File: config.mk
export PLATFORM = sky130hd
export DESIGN_NAME = stall_controller
export DESIGN_NICKNAME = d
export VERILOG_FILES = /design/src/rtl/stall_controller.sv
export SDC_FILE = /design/constraint.sdc
export NUM_CORES = 1
export LEC_CHECK = 0
export ABC_CLOCK_PERIOD_IN_PS = 4800
export CAP_MARGIN = 20
export CORE_UTILIZATION = 35
export CTS_BUF_LIST = sky130_fd_sc_hd__clkbuf_4 sky130_fd_sc_hd__clkbuf_8 sky130_fd_sc_hd__clkbuf_16
export CTS_CLUSTER_DIAMETER = 40
export DETAILED_ROUTE_END_ITERATION = 6
export PLACE_DENSITY = 0.63
export SYNTH_ARGS = -nofsm -noshare
export SYNTH_HDL_FRONTEND = slang
export SYNTH_SLANG_ARGS = --single-unit
File: constraint.sdc
create_clock -name CLK -period 4.8 [get_ports CLK]
set_input_delay 1.2 -clock CLK [delete_from_list [all_inputs] [get_ports CLK]]
set_output_delay 1.2 -clock CLK [all_outputs]
set_load 0.01 [all_outputs]
File: src/rtl/stall_controller.sv
// Pipeline stall/flush controller: per-latch enables and clears from memory
// handshakes and hazards, plus stall accounting and a sticky stall watchdog.
module stall_controller #(
    parameter int NSTAGES = 5,
    parameter int REGW    = 5,
    parameter int CW      = 16,
    parameter int TOUT    = 255
) (
    input  logic               CLK,
    input  logic               RST,
    input  logic               ihit,
    input  logic               dreq,
    input  logic               dhit,
    input  logic               ex_memread,
    input  logic [REGW-1:0]    ex_rd,
    input  logic [REGW-1:0]    de_rs,
    input  logic [REGW-1:0]    de_rt,
    input  logic               branch_taken,
    input  logic               halt,
    output logic [NSTAGES-1:0] en,
    output logic [NSTAGES-1:0] flush,
    output logic [1:0]         state,
    output logic [CW-1:0]      stall_cnt,
    output logic               timeout
);

    typedef enum logic [1:0] {
        RUN    = 2'd0,
        DWAIT  = 2'd1,
        IWAIT  = 2'd2,
        HALTED = 2'd3
    } state_t;

    localparam int          M       = NSTAGES - 2;
    localparam logic [CW-1:0] CNT_MAX = {CW{1'b1}};
    localparam logic [CW-1:0] TOUT_C  = CW'(TOUT);

    state_t               state_q, state_d;
    logic [CW-1:0]        stall_cnt_q, stall_cnt_d;
    logic [CW-1:0]        consec_q, consec_d;
    logic                 timeout_q, timeout_d;
    logic [NSTAGES-1:0]   en_c, flush_c;
    logic                 lu;
    logic                 stall;

    assign lu = ex_memread && (ex_rd != '0) && ((ex_rd == de_rs) || (ex_rd == de_rt));

    // Enables and clears are a zero-latency function of inputs and the registered state.
    always_comb begin
        en_c    = '0;
        flush_c = '0;
        state_d = state_q;
        if (RST) begin
            state_d = RUN;
        end else if (state_q == HALTED) begin
            state_d = HALTED;
        end else begin
            if (dreq && !dhit) begin
                state_d = DWAIT;
            end else if (dreq && dhit && !ihit) begin
                en_c[NSTAGES-1] = 1'b1;
                flush_c[M]      = 1'b1;
                state_d         = IWAIT;
            end else if (!dreq && !ihit) begin
                state_d = IWAIT;
            end else if (ihit && branch_taken) begin
                en_c       = '1;
                flush_c[1] = 1'b1;
                flush_c[2] = 1'b1;
                state_d    = RUN;
            end else if (ihit && lu) begin
                en_c       = '1;
                en_c[0]    = 1'b0;
                en_c[1]    = 1'b0;
                flush_c[2] = 1'b1;
                state_d    = RUN;
            end else begin
                en_c    = '1;
                state_d = RUN;
            end
            // A halt that leaves MEM/WB this cycle freezes the pipe for good.
            if (halt && en_c[NSTAGES-1]) begin
                state_d = HALTED;
            end
        end
    end

    assign stall = !RST && (state_q != HALTED) && !en_c[0];

    always_comb begin
        stall_cnt_d = stall_cnt_q;
        consec_d    = consec_q;
        timeout_d   = timeout_q;
        if (stall) begin
            if (stall_cnt_q != CNT_MAX) begin
                stall_cnt_d = stall_cnt_q + 1'b1;
            end
            if (consec_q != CNT_MAX) begin
                consec_d = consec_q + 1'b1;
            end
            if (consec_d == TOUT_C) begin
                timeout_d = 1'b1;
            end
        end else if (en_c[0]) begin
            consec_d = '0;
        end
    end

    always_ff @(posedge CLK) begin
        if (RST) begin
            state_q     <= RUN;
            stall_cnt_q <= '0;
            consec_q    <= '0;
            timeout_q   <= 1'b0;
        end else begin
            state_q     <= state_d;
            stall_cnt_q <= stall_cnt_d;
            consec_q    <= consec_d;
            timeout_q   <= timeout_d;
        end
    end

    assign en        = en_c;
    assign flush     = flush_c;
    assign state     = state_q;
    assign stall_cnt = stall_cnt_q;
    assign timeout   = timeout_q;

endmodule

Word level (Yosys, flattened, before mapping)
Cells that the tools add are included.

Add/sub/neg operators: 2. Equality and inequality tests: 7. Multiplexer cells: 28. Reduce and logical (&&, ||, !) cells: 21.

Operators by type and width (number): 2-to-1 mux 16 bit (4); 2-to-1 mux 5 bit (7); adder 16 x 1 -> 16 bit (second input constant) (2); inequality test 16 bit (second input constant) (2); equality test 16 x 8 -> 1 bit (second input constant) (1); 2-to-1 mux 2 bit (8); logical AND 1 bit (11); equality test 5 bit (2); 2-to-1 mux 3 bit (3); logical NOT 1 bit (5); 2-to-1 mux 1 bit (5); nonzero test 5 bit (1); 2-to-1 mux 4 bit (1); AND reduction 2 bit (2); equality test 2 bit (second input constant) (1); inequality test 2 bit (second input constant) (1); nonzero test 2 bit (1); logical OR 1 bit (1).

Logic and storage cells: 62. Output and inout bits: 29. Flip-flop bits (word level): 35.

Longest topological paths before layout
Gate-level depths: netlist (run 1).

Word-level depth: 18. Gate-level depth with buffers: 9. Mapped depth without buffers: 7.

Least setup slack after synthesis (run 1)
Ideal clock, no wire load.

Path kind: input -> output. Start point: in ex_rd[1]. End point: out en[1]. Arrival time: 2.245 ns. Buffers on the path: 1. Stages on the path: 4. Slack: 1.355 ns. Required time: 3.600 ns. Path through: or4_1 > o21ai_1 > o31a_1 > buf_4.

Cells in the longest elaborated chain, start to end: 13. Elaborated cells between the ends (all ways): 16.

Ends and longest elaborated chain: from (decl) (line 15) `input logic [REGW-1:0] ex_rd,`; equality test 5 bit / nonzero test 5 bit (equally long branches) (line 46) `assign lu = ex_memread && (ex_rd != '0) && ((ex_rd == de_rs) || (ex_rd == de_rt));`; logical OR 1 bit / logical AND 1 bit (equally long branches) (line 46); logical AND 1 bit (*) (line 46); logical AND 1 bit (*) (line 71) `end else if (ihit && lu) begin`; 2-to-1 mux 2 bit (*) (line 71); 2-to-1 mux 5 bit (*) (line 66) `end else if (ihit && branch_taken) begin`; 2-to-1 mux 5 bit (*) (line 64) `end else if (!dreq && !ihit) begin`; 2-to-1 mux 4 bit (*) (line 60) `end else if (dreq && dhit && !ihit) begin`; 2-to-1 mux 5 bit (*) (line 58) `if (dreq && !dhit) begin`; 2-to-1 mux 5 bit (*) (line 55) `end else if (state_q == HALTED) begin`; 2-to-1 mux 5 bit (*) (line 53) `if (RST) begin`; 2-to-1 mux 5 bit (*) (line 55); 2-to-1 mux 5 bit (*) (line 53); to (decl) (line 20) `output logic [NSTAGES-1:0] en,`.

Every way passes the cells marked *; elsewhere a longest branch is shown, timed or not. The select of a mux whose other input is x is not followed.

Final worst setup path (run 1)
Start point: in ex_rd[1]. End point: out en[0].

Same word-level chain as after synthesis.

==> summary.md, run 1 <==
| Metric | Value |
|---|---|
| Routed via count | `2,181` |
| Drc violations | `0` |
| Multi-input logic area | `1426 µm²` |
| Fill count | `606` |
| Startpoint types | `input port` |
| Status | `finished clean` |
| GR Util met1 | `0.2257` |
| Hold WC Path Type | `register to register` |
| Crit path max fanout | `3` |
| Crit path max-delay cell type | `clkdlybuf4s50_1` |
| Ant diodes | `0` |
| Yosys top cell area share | `0.3102` |
| R2R Setup Slk | `2.22 ns` |
| Synth Flop Type | `dfxtp_1` |
| Port bufs | `49` |
| GRT busiest layer | `met2` |
| Post-route ant nets | `0` |
| Reg area | `700.7 µm²` |
| Most common cell in the netlist | `dfxtp_1` |
| Area Growth Syn to Fin | `27.26%` |
| Post-route clock period utilization | `0.9094` |
| Vias in the first global route | `2,032` |
| Setup WS post-layout | `0.4347 ns` |
| Initial antenna violation count | `0` |
| Fin Setup TNS | `0 ns` |
| Slew @ Worst Pin | `0.6597 ns` |
| CTS-repair resized insts | `0` |
| Max Clk Rate | `229.1 MHz` |
| Routability cong. | `0.7725` |
| Clk Latency, worst-skew pair | `0.29 ns` |
| Most used cell, CP | `clkdlybuf4s50_1` |
| Met2 Track Usage GR | `0.3074` |
| Postcts setup bufs | `0` |
| Synthesized flop and latch total | `35` |
| Crit-path cells | `clkdlybuf4s50_1, or4_1, o21ai_1, o31a_1, clkdlybuf4s50_1` |
| Crit path largest cell delay | `0.55 ns` |
| Internal power | `505.9 µW` |
| Final net count | `347` |
| Initial drt markers | `56` |
| I/O pins | `52` |
| Sw Ratio | `0.2379` |
| Final Hold Fails | `0` |
| CTS Root Cell | `clkbuf_8` |
| Mean post-synth cell area | `7.952 µm²` |
| CP endpoint kind | `output pin` |
| Yosys top cell by area | `dfxtp_1` |
| Min Hold Slack | `0.4626 ns` |
| Mapped Cells | `284` |
| Die height | `82.33 µm` |
| Final core occ | `0.4742` |
| Total CTS buffers | `5` |
| GR Layer Usage met3 | `0.03187` |
| CTS H-tree depth | `2` |
| Final Total Pwr | `663.8 µW` |
| Rel. slew slack | `0.5586` |
| Area contributors post-synth | `dfxtp_1, xor2_1, a21oi_1, nand2_1, nor2_1` |
| Post-DP HPWL | `3759 µm` |
| Die X | `82.33 µm` |
| Core Rows | `28` |
| CTS Sinks | `35` |
| Post-synthesis sequential area ratio | `0.3102` |
| Vias per cell | `5.480` |
| Launching point of the worst reg2reg path | `consec_q[0]` |
| Leakage power | `1.017 nW` |
| CTS tree | `built` |
| Worst vdd ir | `117.6 µV` |
| Worst hold endpoint | `timeout` |
| Fin crit period | `4.365 ns` |
| Wirelength per Cell | `13.58 µm` |
| Setup violators final | `0` |
| CP required | `3.60 ns` |
| Worst EP arrival | `3.17 ns` |
| EDFF count, synth | `0` |
| Synth cell count leaders | `dfxtp_1, a21oi_1, nand2_1, nor2_1` |
| GRT Util Overall | `0.1786` |
| Clk pwr share | `0.419` |
| Initial core utilization | `0.3726` |
| Hold Path Cell Cnt | `2` |
| Seq pwr share | `0.451` |
| Cells on worst reg2reg path | `7` |
| Max-cap violations | `0` |
| Distinct cell type count after synthesis | `56` |
| R2R Path End | `timeout` |
| CTS Hold Bufs | `0` |
| Drt pass-1 iters | `4` |
| Clock Pin Slew Worst Setup and Hold Paths | `0.07 ns` |
| Max clock buf depth | `2` |
| Hold path start | `timeout` |
| Die ar. | `6778 µm²` |
| PwrDens | `231.0 nW/µm²` |
| Mapped Area | `2258 µm²` |
| Worst slack, placed | `0.4203 ns` |
| RSZ-0062 raised after global routing | `false` |
| GRT overflow | `0` |
| Setup CP Type | `input port to output pin` |
| Largest net degree at the start of global routing | `42` |
| Psw | `157.9 µW` |
| Logic pwr share | `0.129` |
| Core area | `6061 µm²` |
| Post-route clock skew | `0.007779 ns` |
| Final WL | `5403 µm` |
| Synth warn | `0` |
| Max-slew violations | `0` |
| Share of layout cells above drive strength 1 | `0.08669` |
| First-pass GRT wire length | `9439 µm` |
| Async SR Flop Fraction | `0` |
-- critical path, delay by kind of cell --
family / cells / cell delay [ns]
AOI/OAI and AO/OA: 2 / 0.42
buffers and inverters: 2 / 1.01
and+or+nand+nor: 1 / 0.54
-- stage by stage --
stage                     cells  cell area, µm²
after global placement      390            2756
after CTS                   398            2874
after detailed placement    390            2756
final                       398            2874
after global routing        398            2874
after floorplan             285            2262
-- power groups by stage --
stage	logic [mW]	clock network, mW	registers [mW]
2_1_floorplan	0.0452	0	0.306
3_3_place_gp	0.0856	0	0.306
3_5_place_dp	0.0864	0	0.306
4_1_cts	0.0869	0.285	0.300
5_1_grt	0.0944	0.296	0.300
6_report	0.0859	0.278	0.300
-- cell families (layout without fill, tap and decap cells) --
group | after synthesis | count (layout) | synth area share
compound gates | 62 | 62 | 0.1784
xor+xnor | 18 | 18 | 0.06981
fa+ha+maj | 2 | 2 | 0.01108
buf+inv | 29 | 67 | 0.06261
flops | 35 | 35 | 0.3102
mux | 10 | 10 | 0.04764
other cells | 1 | 2 | 0.001660
simple gates | 127 | 127 | 0.3186
-- cells in the final DEF (no fill, tap or decap), types with 2 or more instances in the layout --
cell type / count
o31ai_1: 3
conb_1: 2
nand2b_1: 7
or4_1: 5
ha_1: 2
dfxtp_1: 35
and4_1: 4
and3_1: 7
a22oi_1: 4
or3_1: 3
nor3_1: 11
nand3_1: 14
mux2i_1: 4
a311oi_1: 4
o21ai_1: 2
inv_1: 8
o21a_1: 2
xor2_1: 14
nor2_1: 20
mux2_2: 6
clkbuf_8: 6
nor4_1: 5
nor2b_1: 6
nand4_1: 10
a21oi_1: 21
or2_2: 2
nand2_1: 21
buf_4: 2
a31oi_1: 2
o21ai_0: 9
o32ai_1: 2
and2_1: 3
xnor2_1: 4
clkdlybuf4s50_1: 49
-- cell type report --
| type | instances | share of cell area |
|---|---|---|
| clock inverter | 2 | 0.01219 |
| sequential | 35 | 0.2438 |
| multi-input combinational | 221 | 0.4963 |
| clock buffer | 6 | 0.02873 |
| timing repair buffer | 51 | 0.1759 |
| tap | 75 | 0.03265 |
| inverter | 8 | 0.01045 |
-- metal layers --
| layer | wire length, µm | part of all wire | vias up |
|---|---|---|---|
| li1 | - | - | 1114 |
| met1 | 2582 | 0.48 | 1009 |
| met2 | 2566 | 0.47 | 50 |
| met3 | 191 | 0.035 | 8 |
| met4 | 63 | 0.012 | 0 |
| met5 | 0 | 0 | - |
-- how the worst max path moves through the flow --
stage / startpoint / end / slack, ns / cells after the start
2_1_floorplan: ex_rd[1] / en[1] / 1.36 / 4
3_3_place_gp: ex_rd[1] / en[0] / 0.45 / 5
3_5_place_dp: ex_rd[1] / en[0] / 0.42 / 5
4_1_cts: ex_rd[1] / en[1] / 0.41 / 5
5_1_grt: ex_rd[1] / en[1] / 0.32 / 5
6_report: ex_rd[1] / en[0] / 0.43 / 5
-- sequential cells by signal, summed over array words and instances (netlist names) --
register   cells
consec_q      16
timeout        1
stall_cnt     16
state          2
(Power assumes the default switching activity.)
==> run 2: changes to the inputs <==
Settings changed: ABC_CLOCK_PERIOD_IN_PS 4800 to 5350, SKIP_CTS_REPAIR_TIMING from default to 1.
Clock period 4.8 ns to 5.35 ns, I/O delays scaled along.
==> run 2 against run 1 <==
Effect of this change:
- cell count unchanged
- non-clock buffer count unchanged
- die area unchanged
- critical path depth unchanged
- total power decreased by 10%
- hold slack improved by 0.0056 ns
- setup slack improved by 0.28 ns
- core utilization unchanged
==> summary.md, run 2 (synthesized netlist as in run 1, its figures left out) <==
| Metric | Value |
|---|---|
| Status | `finished clean` |
| Crit path from | `ex_rd[1]` |
| First-pass GRT wire length | `9045 µm` |
| I/O pins | `52` |
| Levels on crit path | `5` |
| Hold Path Cell Cnt | `2` |
| Routed via count | `2,171` |
| Post-DP HPWL | `3684 µm` |
| Min Hold Slack | `0.4683 ns` |
| Routability cong. | `0.7972` |
| Initial drt markers | `99` |
| Area Growth Syn to Fin | `27.26%` |
| Post-route ant nets | `0` |
| Die height | `82.33 µm` |
| Core area | `6061 µm²` |
| Initial antenna violation count | `0` |
| Initial core utilization | `0.3726` |
| Final core occ | `0.4742` |
| Met2 Track Usage GR | `0.2942` |
| Max Clk Rate | `215.9 MHz` |
| CP required | `4.01 ns` |
| Clk Latency, worst-skew pair | `0.29 ns` |
| Most common cell after layout, fill and taps aside | `clkdlybuf4s50_1` |
| GRT overflow | `0` |
| R2R Path End | `timeout` |
| Cells on worst reg2reg path | `7` |
| Fin crit period | `4.632 ns` |
| Worst vdd ir | `118.5 µV` |
| Rel. slew slack | `0.5444` |
| Die ar. | `6778 µm²` |
| RSZ-0062 raised after global routing | `false` |
| Post-route clock skew | `0.007240 ns` |
| Setup CP Type | `input port to output pin` |
| Most used cell, CP | `clkdlybuf4s50_1` |
| CTS Root Cell | `clkbuf_8` |
| Max clock buf depth | `2` |
| CTS H-tree depth | `2` |
| Most frequent cells in the layout | `clkdlybuf4s50_1, dfxtp_1, nand2_1, a21oi_1, nor2_1` |
| Die X | `82.33 µm` |
| R2R Setup Slk | `2.76 ns` |
| Clock Pin Slew Worst Setup and Hold Paths | `0.07 ns` |
| Vias per cell | `5.455` |
| Max-cap violations | `0` |
| CTS Sinks | `35` |
| Setup violators final | `0` |
| GRT Util Overall | `0.1705` |
| Hold WC Path Type | `register to register` |
| Max-slew violations | `0` |
| Inst Count DP | `390` |
| Wirelength per Cell | `13.21 µm` |
| PwrDens | `207.4 nW/µm²` |
| Final Hold Fails | `0` |
| CTS tree | `built` |
| Total CTS buffers | `5` |
| CP endpoint kind | `output pin` |
| Worst slack, placed | `0.7060 ns` |
| Crit path buf inv count | `2` |
| Crit path max fanout | `3` |
| Vias in the first global route | `2,020` |
| Crit-path cells | `clkdlybuf4s50_1, or4_1, o21ai_1, o31a_1, clkdlybuf4s50_1` |
| Share of layout cells above drive strength 1 | `0.08669` |
| GR Util met1 | `0.2140` |
| Worst EP arrival | `3.29 ns` |
| GR Layer Usage met3 | `0.03736` |
| Setup WS post-layout | `0.7181 ns` |
| GRT busiest layer | `met2` |
| Setup crit end | `en[0]` |
| Core Rows | `28` |
| Launching point of the worst reg2reg path | `consec_q[0]` |
| Drc violations | `0` |
| Port bufs | `49` |
| Fin Setup TNS | `0 ns` |
| Final std cells w/o fill | `398` |
| Fill count | `631` |
| Startpoint types | `input port` |
| Final WL | `5258 µm` |
| Ant diodes | `0` |
| Final net count | `347` |
| Crit path largest cell delay | `0.56 ns` |
| Leakage power | `1.017 nW` |
| Drt pass-1 iters | `4` |
| Post-route clock period utilization | `0.8658` |
| CP top delay family | `buffers and inverters` |
| Slew @ Worst Pin | `0.6809 ns` |
| Largest net degree at the start of global routing | `42` |
| Crit path max-delay cell type | `clkdlybuf4s50_1` |
run 2: cell counts in the layout (fill, tap and decap cells not counted):
Identical to the previous run, type by type.
run 2: layer usage:
| metal | wire, µm | part of all wire | vias to the layer above |
|---|---|---|---|
| met5 | 0 | 0 | - |
| met4 | 32 | 0.0061 | 0 |
| met3 | 280 | 0.053 | 5 |
| met2 | 2485 | 0.47 | 61 |
| met1 | 2458 | 0.47 | 998 |
| li1 | - | - | 1107 |
run 2: worst min path at each step:
| stage | slack (ns) | startpoint | endpoint |
|---|---|---|---|
| after floorplan | 0.48 | timeout | timeout |
| after detailed placement | 0.46 | timeout | timeout |
| after CTS | 0.48 | timeout | timeout |
| after global placement | 0.46 | timeout | timeout |
| final | 0.47 | timeout | timeout |
| after global routing | 0.51 | timeout | timeout |
run 2: final cells by class:
cell class | instances | area, µm² | share of cell area
Multi-Input combinational cell | 221 | 1426 | 0.4963
Sequential cell | 35 | 700.7 | 0.2438
Clock buffer | 6 | 82.58 | 0.02873
Tap cell | 75 | 93.84 | 0.03265
Timing Repair Buffer | 51 | 505.5 | 0.1759
Clock inverter | 2 | 35.03 | 0.01219
Inverter | 8 | 30.03 | 0.01045
run 2: worst min-delay path, cell delays in order, from the launching register on:
cell	delay, ns
dfxtp_1	0.31
inv_1	0.05
o32ai_1	0.06
run 2: report_power, final:
group / switching (mW) / internal (mW) / leakage [nW]
Clock: 0.0997 / 0.151 / 0.0612
Sequential: 0.00466 / 0.264 / 0.283
Combinational: 0.0378 / 0.0389 / 0.673
run 2: stage by stage:
stage	total power [mW]	instance area [µm²]
after global routing	0.6206	2874
after CTS	0.6044	2874
after floorplan	0.3155	2262
after detailed placement	0.3519	2756
final	0.5960	2874
after global placement	0.3515	2756
==> run 3: changes to the inputs <==
Settings changed: CORE_ASPECT_RATIO from default to 1.5, CTS_BUF_LIST sky130_fd_sc_hd__clkbuf_4 sky130_fd_sc_hd__clkbuf_8 sky130_fd_sc_hd__clkbuf_16 to default, RECOVER_POWER from default to 50.
==> run 3 against run 2 <==
Effect of this change:
- the run now ends with max-capacitance violations, max-slew violations left
- setup slack got worse by 0.20 ns
- cell count fell by 0.25%
- sequential power barely moved
- combinational power decreased by 2.6%
- hold slack worse by 0.016 ns
- clock power down 16%
- core utilization decreased by 1.5 points
- count of clock-buffer cells in the layout rose by 2
- wire length up 3.8%
- total power decreased by 7.2%
- critical endpoint is now en[1]
- largest power group unchanged
- highest routed layer unchanged
==> summary.md, run 3 (synthesized netlist as in run 1, its figures left out) <==
| Metric | Value |
|---|---|
| Die X | `67.59 µm` |
| Logic pwr share | `0.135` |
| Drt pass-1 iters | `4` |
| Vias in the first global route | `2,147` |
| Fin Setup TNS | `0 ns` |
| Leakage power | `1.060 nW` |
| I/O pins | `52` |
| Crit-path cells | `dlygate4sd3_1, or4_1, o21ai_0, o31a_1, clkdlybuf4s50_1` |
| Clk pwr share | `0.379` |
| Fin area | `2838 µm²` |
| Core area | `6175 µm²` |
| Vias per cell | `5.531` |
| Crit path max-delay cell type | `dlygate4sd3_1` |
| Max-slew violations | `42` |
| Worst vdd ir | `101.5 µV` |
| Total CTS buffers | `5` |
| Area Growth Syn to Fin | `25.65%` |
| CP required | `4.01 ns` |
| Initial drt markers | `118` |
| R2R Setup Slk | `2.20 ns` |
| Largest net degree at the start of global routing | `42` |
| Post-route clock period utilization | `0.9037` |
| Setup CP Type | `input port to output pin` |
| Slew @ Worst Pin | `1.784 ns` |
| Failing checks | `max-capacitance violations, max-slew violations` |
| Fin crit period | `4.835 ns` |
| Max Clk Rate | `206.8 MHz` |
| Ant diodes | `0` |
| Clk Latency, worst-skew pair | `0.28 ns` |
| PwrDens | `195.0 nW/µm²` |
| Initial antenna violation count | `0` |
| Hold WC Path Type | `register to register` |
| Drc violations | `0` |
| Most frequent cells in the layout | `dfxtp_1, clkdlybuf4s50_1, nand2_1, a21oi_1, dlygate4sd3_1` |
| CTS Sinks | `35` |
| Wirelength per Cell | `13.75 µm` |
| First-pass GRT wire length | `9259 µm` |
| CP endpoint kind | `output pin` |
| Fill count | `627` |
| CTS H-tree depth | `2` |
| Rel. slew slack | `-0.1895` |
| Most common cell after layout, fill and taps aside | `dfxtp_1` |
| Crit path buf inv count | `2` |
| Sw Ratio | `0.2432` |
| Seq pwr share | `0.486` |
| Clock Pin Slew Worst Setup and Hold Paths | `0.07 ns` |
| Core Rows | `35` |
| Status | `finished, violations left` |
| Psw | `134.6 µW` |
| Max-cap violations | `2` |
| Post-route clock skew | `0.002363 ns` |
| Multi-input logic area | `1413 µm²` |
| Startpoint types | `input port` |
| Share of layout cells above drive strength 1 | `0.07430` |
| CTS Root Cell | `clkbuf_8` |
| Final WL | `5460 µm` |
| RSZ-0062 raised after global routing | `false` |
| Crit path max fanout | `3` |
| Routability cong. | `0.7876` |
| Final core occ | `0.4596` |
| CP top delay family | `buffers and inverters` |
| Setup violators final | `0` |
| Reg area | `700.7 µm²` |
| GRT Util Overall | `0.1750` |
| Routed via count | `2,196` |
| Die ar. | `6784 µm²` |
| Final Hold Fails | `0` |
| Crit path largest cell delay | `0.59 ns` |
| Port bufs | `49` |
| Initial core utilization | `0.3658` |
| Post-DP HPWL | `3961 µm` |
| Die height | `100.4 µm` |
| GRT overflow | `0` |
| Worst EP arrival | `3.50 ns` |
| Internal power | `418.7 µW` |
| CTS tree | `built` |
| Max clock buf depth | `2` |
| Post-route ant nets | `0` |
| Area of placed instances | `2755 µm²` |
| Final net count | `347` |
## run 3: worst register-to-register path: stages, from the launching register on
cell and delay (ns):
dfxtp_1 0.33, nand2_2 0.17, nand2b_1 0.18, or4_1 0.52, o22ai_1 1.13, buf_4 0.37
o21ai_0 0.10, a311oi_1 0.25
## run 3: path summary, 6_finish.rpt
path,from,to,depth (start not counted)
min reg2reg,timeout,timeout,2
max reg2reg,state[0],consec_q[11],7
max,ex_rd[1],en[1],5
min,timeout,timeout,2
## run 3: layer usage
layer,global-route usage,share of wire,vias up,routed length [µm]
li1,-,-,1109,-
met1,0.1888,0.42,1047,2273
met2,0.3222,0.54,34,2945
met3,0.03295,0.031,6,168
met4,0.06547,0.013,0,72
met5,0,0,-,0
## run 3: final cells by class
cell class                 instances  share of cell area
clock buffer                       8             0.03527
inverter                           8             0.01058
multi-input combinational        221              0.4978
sequential                        35              0.2469
tap                               74             0.03263
timing repair buffer              51              0.1768
## run 3: power groups by stage
stage / registers [mW] / clock network (mW) / logic [mW]
floorplan: 0.275 / 0 / 0.0405
global placement: 0.275 / 0 / 0.0777
detailed placement: 0.275 / 0 / 0.0777
CTS: 0.269 / 0.219 / 0.0780
global route: 0.269 / 0.228 / 0.0821
finish: 0.269 / 0.210 / 0.0746
## run 3: stage by stage
stage / worst slack, ns / hold WS [ns] / instances / total power [mW]
floorplan: 1.630 / 0.4755 / 285 / 0.3155
global placement: 0.7317 / 0.4466 / 389 / 0.3526
detailed placement: 0.7165 / 0.4437 / 389 / 0.3528
CTS: 0.7049 / 0.4589 / 397 / 0.5657
global route: 0.4400 / 0.4873 / 397 / 0.5791
finish: 0.5152 / 0.4519 / 397 / 0.5533
